--- config.mk ---
export PLATFORM = sky130hd
export DESIGN_NAME = lsu_mem_ctrl
export DESIGN_NICKNAME = d
export VERILOG_FILES = /design/src/rtl/lsu_mem_ctrl.sv
export SDC_FILE = /design/constraint.sdc
export NUM_CORES = 1
export LEC_CHECK = 0
export CORE_ASPECT_RATIO = 0.8
export CORE_MARGIN = 2
export CORE_UTILIZATION = 33
export DETAILED_ROUTE_END_ITERATION = 7
export PLACE_DENSITY = 0.66
export SETUP_SLACK_MARGIN = 0.1
export SYNTH_ARGS = -nofsm -noshare
export SYNTH_HDL_FRONTEND = slang
export SYNTH_SLANG_ARGS = --single-unit
--- constraint.sdc ---
create_clock -name clk -period 1.9 [get_ports clk]
set_clock_uncertainty 0.05 [all_clocks]
set_input_delay 0.285 -clock clk [delete_from_list [all_inputs] [get_ports clk]]
set_output_delay 0.285 -clock clk [all_outputs]
set_load 0.1 [all_outputs]
--- src/rtl/lsu_mem_ctrl.sv ---
// lsu_mem_ctrl: load/store initiator between the core memory stage and a
// word-indexed data memory. It accepts one byte-addressed RISC-V load or store
// (LB/LH/LW/LBU/LHU/SB/SH/SW) and turns it into word accesses. Sub-word stores
// are done as read-modify-write. Loads return sign- or zero-extended data.
// Faulting requests complete without touching memory.
//
// Ports:
//   clk, reset      system clock, synchronous active-high reset
//   req             request strobe, sampled only in IDLE
//   is_store        1 = store, 0 = load (captured with req)
//   funct3          RISC-V width/sign code (captured with req)
//   addr            byte address (captured with req)
//   store_data      store source rs2 (captured with req)
//   busy            high from the cycle after acceptance through the done cycle
//   done            one-cycle completion pulse
//   load_data       extended load result, held until the next accepted load
//   err, err_code   fault flag and code (01 misaligned, 10 range, 11 illegal),
//                   valid with done
//   MemRead         memory read enable
//   MemWrite        memory write enable
//   mem_address     word index {2'b00, addr_q[31:2]}
//   mem_write_data  word to write
//   read_data       combinational memory read word
//
// Handshake: req is honoured only on a posedge where the block is in IDLE.
// A req seen in any other state is dropped, never queued. Every accepted
// request produces exactly one done pulse unless reset intervenes.
module lsu_mem_ctrl #(
    parameter int MEM_WORDS = 1024
) (
    input  logic        clk,
    input  logic        reset,
    input  logic        req,
    input  logic        is_store,
    input  logic [2:0]  funct3,
    input  logic [31:0] addr,
    input  logic [31:0] store_data,
    output logic        busy,
    output logic        done,
    output logic [31:0] load_data,
    output logic        err,
    output logic [1:0]  err_code,
    output logic        MemRead,
    output logic        MemWrite,
    output logic [31:0] mem_address,
    output logic [31:0] mem_write_data,
    input  logic [31:0] read_data
);

    localparam logic [31:0] MEM_WORDS_W = 32'(MEM_WORDS);

    typedef enum logic [1:0] {
        S_IDLE = 2'd0,
        S_RD   = 2'd1,
        S_WR   = 2'd2,
        S_DONE = 2'd3
    } state_e;

    state_e      state_q,      state_d;
    logic [31:0] addr_q,       addr_d;
    logic [2:0]  funct3_q,     funct3_d;
    logic        is_store_q,   is_store_d;
    logic [31:0] store_data_q, store_data_d;
    logic [31:0] rdata_q,      rdata_d;
    logic [31:0] load_data_q,  load_data_d;
    logic        err_q,        err_d;
    logic [1:0]  err_code_q,   err_code_d;

    // Fault classification of the incoming request.
    logic f_illegal, f_misaligned, f_range;

    always_comb begin
        f_illegal = 1'b0;
        if (is_store) begin
            f_illegal = (funct3 != 3'b000) && (funct3 != 3'b001) && (funct3 != 3'b010);
        end else begin
            f_illegal = (funct3 == 3'b011) || (funct3 == 3'b110) || (funct3 == 3'b111);
        end
        // funct3[1:0] encodes the access size for every legal code.
        f_misaligned = ((funct3[1:0] == 2'b01) && addr[0]) ||
                       ((funct3[1:0] == 2'b10) && (addr[1:0] != 2'b00));
        f_range      = ({2'b00, addr[31:2]} >= MEM_WORDS_W);
    end

    // Load extraction straight from the memory word so load_data can update
    // on the RD->DONE edge.
    logic [7:0]  ld_byte;
    logic [15:0] ld_half;
    logic [31:0] ld_ext;

    always_comb begin
        case (addr_q[1:0])
            2'd0:    ld_byte = read_data[7:0];
            2'd1:    ld_byte = read_data[15:8];
            2'd2:    ld_byte = read_data[23:16];
            default: ld_byte = read_data[31:24];
        endcase
        ld_half = addr_q[1] ? read_data[31:16] : read_data[15:0];
        case (funct3_q)
            3'b000:  ld_ext = {{24{ld_byte[7]}}, ld_byte};
            3'b001:  ld_ext = {{16{ld_half[15]}}, ld_half};
            3'b100:  ld_ext = {24'h0, ld_byte};
            3'b101:  ld_ext = {16'h0, ld_half};
            default: ld_ext = read_data;
        endcase
    end

    // Store merge: the word read in RD with the addressed lane replaced.
    logic [31:0] wr_word;

    always_comb begin
        wr_word = rdata_q;
        case (funct3_q[1:0])
            2'b00: begin
                case (addr_q[1:0])
                    2'd0:    wr_word[7:0]   = store_data_q[7:0];
                    2'd1:    wr_word[15:8]  = store_data_q[7:0];
                    2'd2:    wr_word[23:16] = store_data_q[7:0];
                    default: wr_word[31:24] = store_data_q[7:0];
                endcase
            end
            2'b01: begin
                if (addr_q[1]) wr_word[31:16] = store_data_q[15:0];
                else           wr_word[15:0]  = store_data_q[15:0];
            end
            default: wr_word = store_data_q;
        endcase
    end

    // Next-state logic.
    always_comb begin
        state_d      = state_q;
        addr_d       = addr_q;
        funct3_d     = funct3_q;
        is_store_d   = is_store_q;
        store_data_d = store_data_q;
        rdata_d      = rdata_q;
        load_data_d  = load_data_q;
        err_d        = err_q;
        err_code_d   = err_code_q;

        case (state_q)
            S_IDLE: begin
                if (req) begin
                    addr_d       = addr;
                    funct3_d     = funct3;
                    is_store_d   = is_store;
                    store_data_d = store_data;
                    err_d        = 1'b1;
                    state_d      = S_DONE;
                    if (f_illegal) begin
                        err_code_d = 2'b11;
                    end else if (f_misaligned) begin
                        err_code_d = 2'b01;
                    end else if (f_range) begin
                        err_code_d = 2'b10;
                    end else begin
                        err_d      = 1'b0;
                        err_code_d = 2'b00;
                        state_d    = (is_store && (funct3 == 3'b010)) ? S_WR : S_RD;
                    end
                end
            end
            S_RD: begin
                rdata_d = read_data;
                if (is_store_q) begin
                    state_d = S_WR;
                end else begin
                    load_data_d = ld_ext;
                    state_d     = S_DONE;
                end
            end
            S_WR: begin
                state_d = S_DONE;
            end
            default: begin
                // DONE: the error flags live exactly one cycle.
                err_d      = 1'b0;
                err_code_d = 2'b00;
                state_d    = S_IDLE;
            end
        endcase
    end

    always_ff @(posedge clk) begin
        if (reset) begin
            state_q      <= S_IDLE;
            addr_q       <= '0;
            funct3_q     <= '0;
            is_store_q   <= 1'b0;
            store_data_q <= '0;
            rdata_q      <= '0;
            load_data_q  <= '0;
            err_q        <= 1'b0;
            err_code_q   <= 2'b00;
        end else begin
            state_q      <= state_d;
            addr_q       <= addr_d;
            funct3_q     <= funct3_d;
            is_store_q   <= is_store_d;
            store_data_q <= store_data_d;
            rdata_q      <= rdata_d;
            load_data_q  <= load_data_d;
            err_q        <= err_d;
            err_code_q   <= err_code_d;
        end
    end

    // Outputs are decoded from registered state. The memory enables are also
    // gated by reset so a reset landing in RD/WR never lets a write through.
    assign busy           = (state_q != S_IDLE);
    assign done           = (state_q == S_DONE);
    assign err            = err_q;
    assign err_code       = err_code_q;
    assign load_data      = load_data_q;
    assign MemRead        = (state_q == S_RD) && !reset;
    assign MemWrite       = (state_q == S_WR) && !reset;
    assign mem_address    = {2'b00, addr_q[31:2]};
    assign mem_write_data = (state_q == S_WR) ? wr_word : 32'h0;

endmodule

Word-level counts from Yosys, hierarchy flattened

Index checks and enable logic that the tools add are counted.

Register bits: 137
Output and inout port bits: 103
Word-level logic and storage cells: 82

$lt $le $gt $ge: 1
Equality and inequality tests: 18
Multiplexer cells: 29
Bitwise gates (word level): 2
Reduce and logical (&&, ||, !) cells: 23

Operators with widths:

| kind                                                                 | number |
|---|---|
| case mux 32 bit (4 select lines)                                     | 1 |
| case mux 32 bit (2 select lines)                                     | 1 |
| 2-to-1 mux 16 bit                                                    | 3 |
| 2-to-1 mux 32 bit                                                    | 1 |
| 2-to-1 mux 8 bit                                                     | 4 |
| greater-or-equal comparator 30 x 11 -> 1 bit (second input constant) | 1 |
| case mux 8 bit (3 select lines)                                      | 1 |
| 2-to-1 mux 2 bit                                                     | 9 |
| equality test 3 bit (second input constant)                          | 4 |
| equality test 2 x 1 -> 1 bit (second input constant)                 | 4 |
| equality test 2 bit (second input constant)                          | 4 |
| logical AND 1 bit                                                    | 7 |
| equality test 3 x 2 -> 1 bit (second input constant)                 | 2 |
| zero test 2 bit                                                      | 3 |
| 2-to-1 mux 1 bit                                                     | 6 |
| case mux 2 bit (3 select lines)                                      | 1 |
| AND reduction 2 bit                                                  | 3 |
| case mux 2 bit (2 select lines)                                      | 1 |
| nonzero test 2 bit                                                   | 2 |
| equality test 3 x 1 -> 1 bit (second input constant)                 | 1 |
| zero test 3 bit                                                      | 1 |
| logical OR 1 bit                                                     | 3 |
| inequality test 3 x 1 -> 1 bit (second input constant)               | 1 |
| inequality test 3 x 2 -> 1 bit (second input constant)               | 1 |
| other kinds (7)                                                      | 8 |

Longest topological paths before layout

Depth after elaboration: 8
Gate-level depth with buffers: 8

Worst setup path before layout

OpenSTA, ideal clock, no wires.

Kind: register to output
Start: reg addr_q[0]
End: out mem_write_data[0]
Data arrival time: 3.330 ns
Data required time: 1.565 ns
Path slack: -1.765 ns
Stages on the path, launching flop included: 7
Path buffers: 2
Path through: dfxtp_1 > nand2b_1 > buf_2 > a21oi_1 > clkbuf_1 > nand2_1 > a21boi_0

Longest elaborated chain between the ends: 4

Ends and longest elaborated chain:

| item                             | line | RTL |
|---|---|---|
| from (decl)                      | 60   | `logic [31:0] addr_q, addr_d;` |
| from (signal assigned)           | 198  | `addr_q <= addr_d;` |
| zero test 2 bit                  | 115  | `case (addr_q[1:0])` |
| 2-to-1 mux 8 bit                 | 115  |  |
| case mux 32 bit (2 select lines) | 113  | `case (funct3_q[1:0])` |
| 2-to-1 mux 32 bit                | 219  | `assign mem_write_data = (state_q == S_WR) ? wr_word : 32'h0;` |
| to (decl)                        | 46   | `output logic [31:0] mem_write_data,` |

No other way between the ends.

Worst setup path after layout

Start: reg funct3_q[0]
End: out mem_write_data[14]

Longest elaborated chain between the ends: 3
Elaborated cells between the ends (all ways): 4

Ends and longest elaborated chain:

| item                                                            | line | RTL |
|---|---|---|
| from (decl)                                                     | 61   | `logic [2:0] funct3_q, funct3_d;` |
| from (signal assigned)                                          | 199  | `funct3_q <= funct3_d;` |
| equality test 2 x 1 -> 1 bit or zero test 2 bit (tied branches) | 113  |  |
| case mux 32 bit (2 select lines) (*)                            | 113  |  |
| 2-to-1 mux 32 bit (*)                                           | 219  |  |

Mark *: on every way between the ends. The rest lies on a longest branch, timed or not.

==> metrics.txt <==
status complete, but fails checks; failing checks setup timing; Die X 161 µm; Adder-Cell Fraction of Synth Area 0.00773; IO Port Bufs 203; # setup viols final 33; number of DRC markers in iteration 0 434; area of the multi-input gates 3700 µm²; first-pass GRT wire length 32900 µm; worst slew pin tran 558 ps; maximum number of pins on one net before global-route repair 69; fmax 445 MHz; Total Wirelength 22100 µm; layout cell share with drive strength beyond 1 0.294; GP Congestion 0.839; arrival time at the worst endpoint 1910 ps; clock buffer depth 2; Die ar. 20800 µm²; crit-path max FO 7; Int Pwr 8.71 mW; Ports 206; Psw 7.84 mW; commonest non-fill, non-tap cells in the layout nand2_1 (187), dfxtp_1 (131), buf_4 (114); ant diodes 0; Synth Area in Compound Gates 0.202; type of origin of the critical path flop; max-cap violations 0; clock latency at the later pin of the worst-skew pair 420 ps; Clock power frac 0.212; Final Critical Period 2250 ps; Routed Antenna Nets 0; CTS sink count 137; DRT Pass-1 Iters 7; root buffer cell clkbuf_16; endpoint class of the critical path primary output; Final Slew Violations 0; combinational fraction of design power 0.536; Synth Instances 808; GRT overflow 0; final hold violations 0; DPL Wire Length 15800 µm; vias in the first global route 6014; row cnt 45; Critical Path RT 1560 ps; Seq/Total Area, Yosys 0.423; Lkg Pwr 4.02 nW; simple-gate portion of the synthesized area 0.212; Sw Ratio 0.474; largest family of logic cells by synthesized area simple AND/OR/NAND/NOR gates; mux contribution to synthesized area 0.0748; CTS tree done; maximum vdd drop 1.20 mV; Total GRT Usage 0.205; sequential share of power 0.252; Initial Util 0.339; Die Ht 129 µm; leading cell type in the layout, fill and taps excluded nand2_1; antenna violations before repair 0; vias 6459; Power, Total 16.6 mW; Tcrit/Tclk final 1.18; Layout area overhead 60.1%; DR WL/cell 17.3 µm; FF+latch count, synth 137; area of the mapped netlist 6480 µm²; worst hold-check path type in2reg; DRC viols 0; fin nets 1114; hold buffer count at cts 0; H-tree depth 4; total CTS buffers 17; setup ws final -346 ps; Synth warnings 0; vias per inst 5.05; Clk pin slew, worst setup/hold paths 60 ps; Post-Synth XOR/XNOR Area 0; Cell variety after synth 43; RSZ-0062 raised after global routing true; Core Box Area 19100 µm²; post-route setup TNS -9030 ps; Fill cells 1720; Power Density 1600 nW/µm²; syn avg cell area 8.02 µm²; register area 2760 µm²; critical path class reg2out; Worst slew margin 0.628
## sequential cells by signal, summed over array words and instances, names as in the netlist
signal and count:
addr_q 32, load_data 32, rdata_q 32, store_data_q 32
funct3_q 3, err_code 2, state_q 2, err 1
is_store_q 1
## area by class of cell
cell class | instances | share of cell area
multi-input combinational | 576 | 0.356
timing repair buffer | 271 | 0.284
sequential | 137 | 0.266
clock buffer | 22 | 0.0476
tap | 258 | 0.0311
clock inverter | 10 | 0.0134
inverter | 4 | 0.00193
## cell families after synthesis
| logic type | after synthesis |
|---|---|
| and+or+nand+nor | 326 |
| AOI/OAI and AO/OA | 194 |
| DFF | 137 |
| buffers and inverters | 98 |
| muxes | 48 |
| adders and majority gates | 4 |
| other | 1 |
## metrics by stage
step / area, µm² / hold slack (ps) / setup slack (ps) / utilization / cells
2_1_floorplan: 6770 / 363 / 18.9 / - / 809
3_3_place_gp: 9300 / 392 / -170 / 0.487 / 1230
3_5_place_dp: 9300 / 397 / -161 / 0.487 / 1230
4_1_cts: 10100 / 222 / -358 / 0.530 / 1268
5_1_grt: 10400 / 242 / -431 / 0.543 / 1278
6_report: 10400 / 244 / -346 / 0.543 / 1278
## worst paths after layout
path | slack [ps] | cells past startpoint | from | endpoint
worst min register to register | 400 | 2 | addr_q[9]$_SDFFE_PP0P_ | addr_q[9]$_SDFFE_PP0P_
worst max-delay path | -350 | 5 | funct3_q[0]$_SDFFE_PP0P_ | mem_write_data[14]
worst min-delay path | 240 | 2 | reset | rdata_q[31]$_SDFFE_PP0N_
worst max register to register | 120 | 6 | addr_q[1]$_SDFFE_PP0P_ | load_data[11]$_SDFFE_PP0P_
## cell usage after synthesis (all sizes together)
cell type | count | area (µm²)
nor3 | 5 | 25.0
dfxtp | 137 | 2740
a22oi | 9 | 67.6
a211oi | 29 | 268
inv | 4 | 15.0
nor2b | 11 | 68.8
nor3b | 2 | 15.0
o221a | 2 | 22.5
o31ai | 1 | 7.51
a21boi | 8 | 60.1
nand3 | 4 | 20.0
nand2 | 199 | 747
a222oi | 6 | 60.1
and2 | 17 | 106
o221ai | 4 | 35.0
ha | 4 | 50.1
a221oi | 7 | 61.3
a2bb2oi | 4 | 35.0
o21a | 3 | 22.5
nor2 | 68 | 255
mux2i | 45 | 450
mux2 | 3 | 33.8
a211o | 1 | 8.76
a21oi | 80 | 400
o32a | 2 | 20.0
o21ai | 26 | 130
and3 | 2 | 12.5
a22o | 8 | 70.1
conb | 1 | 3.75
nand3b | 5 | 37.5
o211ai | 1 | 7.51
nand2b | 6 | 37.5
clkbuf | 34 | 128
nor4bb | 1 | 10.0
a21o | 2 | 15.0
nor4 | 6 | 37.5
a31o | 1 | 17.5
buf | 60 | 373
## timing repair
action | 4_1_cts | 5_1_grt
setup buffers | 4 | 7
cloned | 2 | 3
pin swaps | 8 | 33
endpoints found under the setup margin | 37 | 48
resized for setup | 34 | 45
## layer usage
metal  global-route usage  routed length (µm)  share of wire  vias up
met3               0.0599                1840          0.083       17
met4               0.0514                 221          0.010        0
met2                0.335               10400           0.47      244
met1                0.268                9710           0.44     3053
met5                    0                   0              0        -
li1                     -                   -              -     3145
## critical path: stages, from the launching register on
cell and delay [ps]:
dfxtp_4 360, buf_6 130, a21o_4 230, a222oi_1 500, nor2b_4 90, buf_12 180
## power groups by stage
stage / registers (mW) / clock network [mW] / logic (mW)
after CTS: 4.12 / 3.57 / 8.65
after floorplan: 5.95 / 0 / 4.39
after global routing: 4.24 / 3.68 / 9.30
after global placement: 4.14 / 0 / 8.31
final: 4.17 / 3.51 / 8.88
after detailed placement: 4.15 / 0 / 8.37
(Power assumes the default switching activity.)
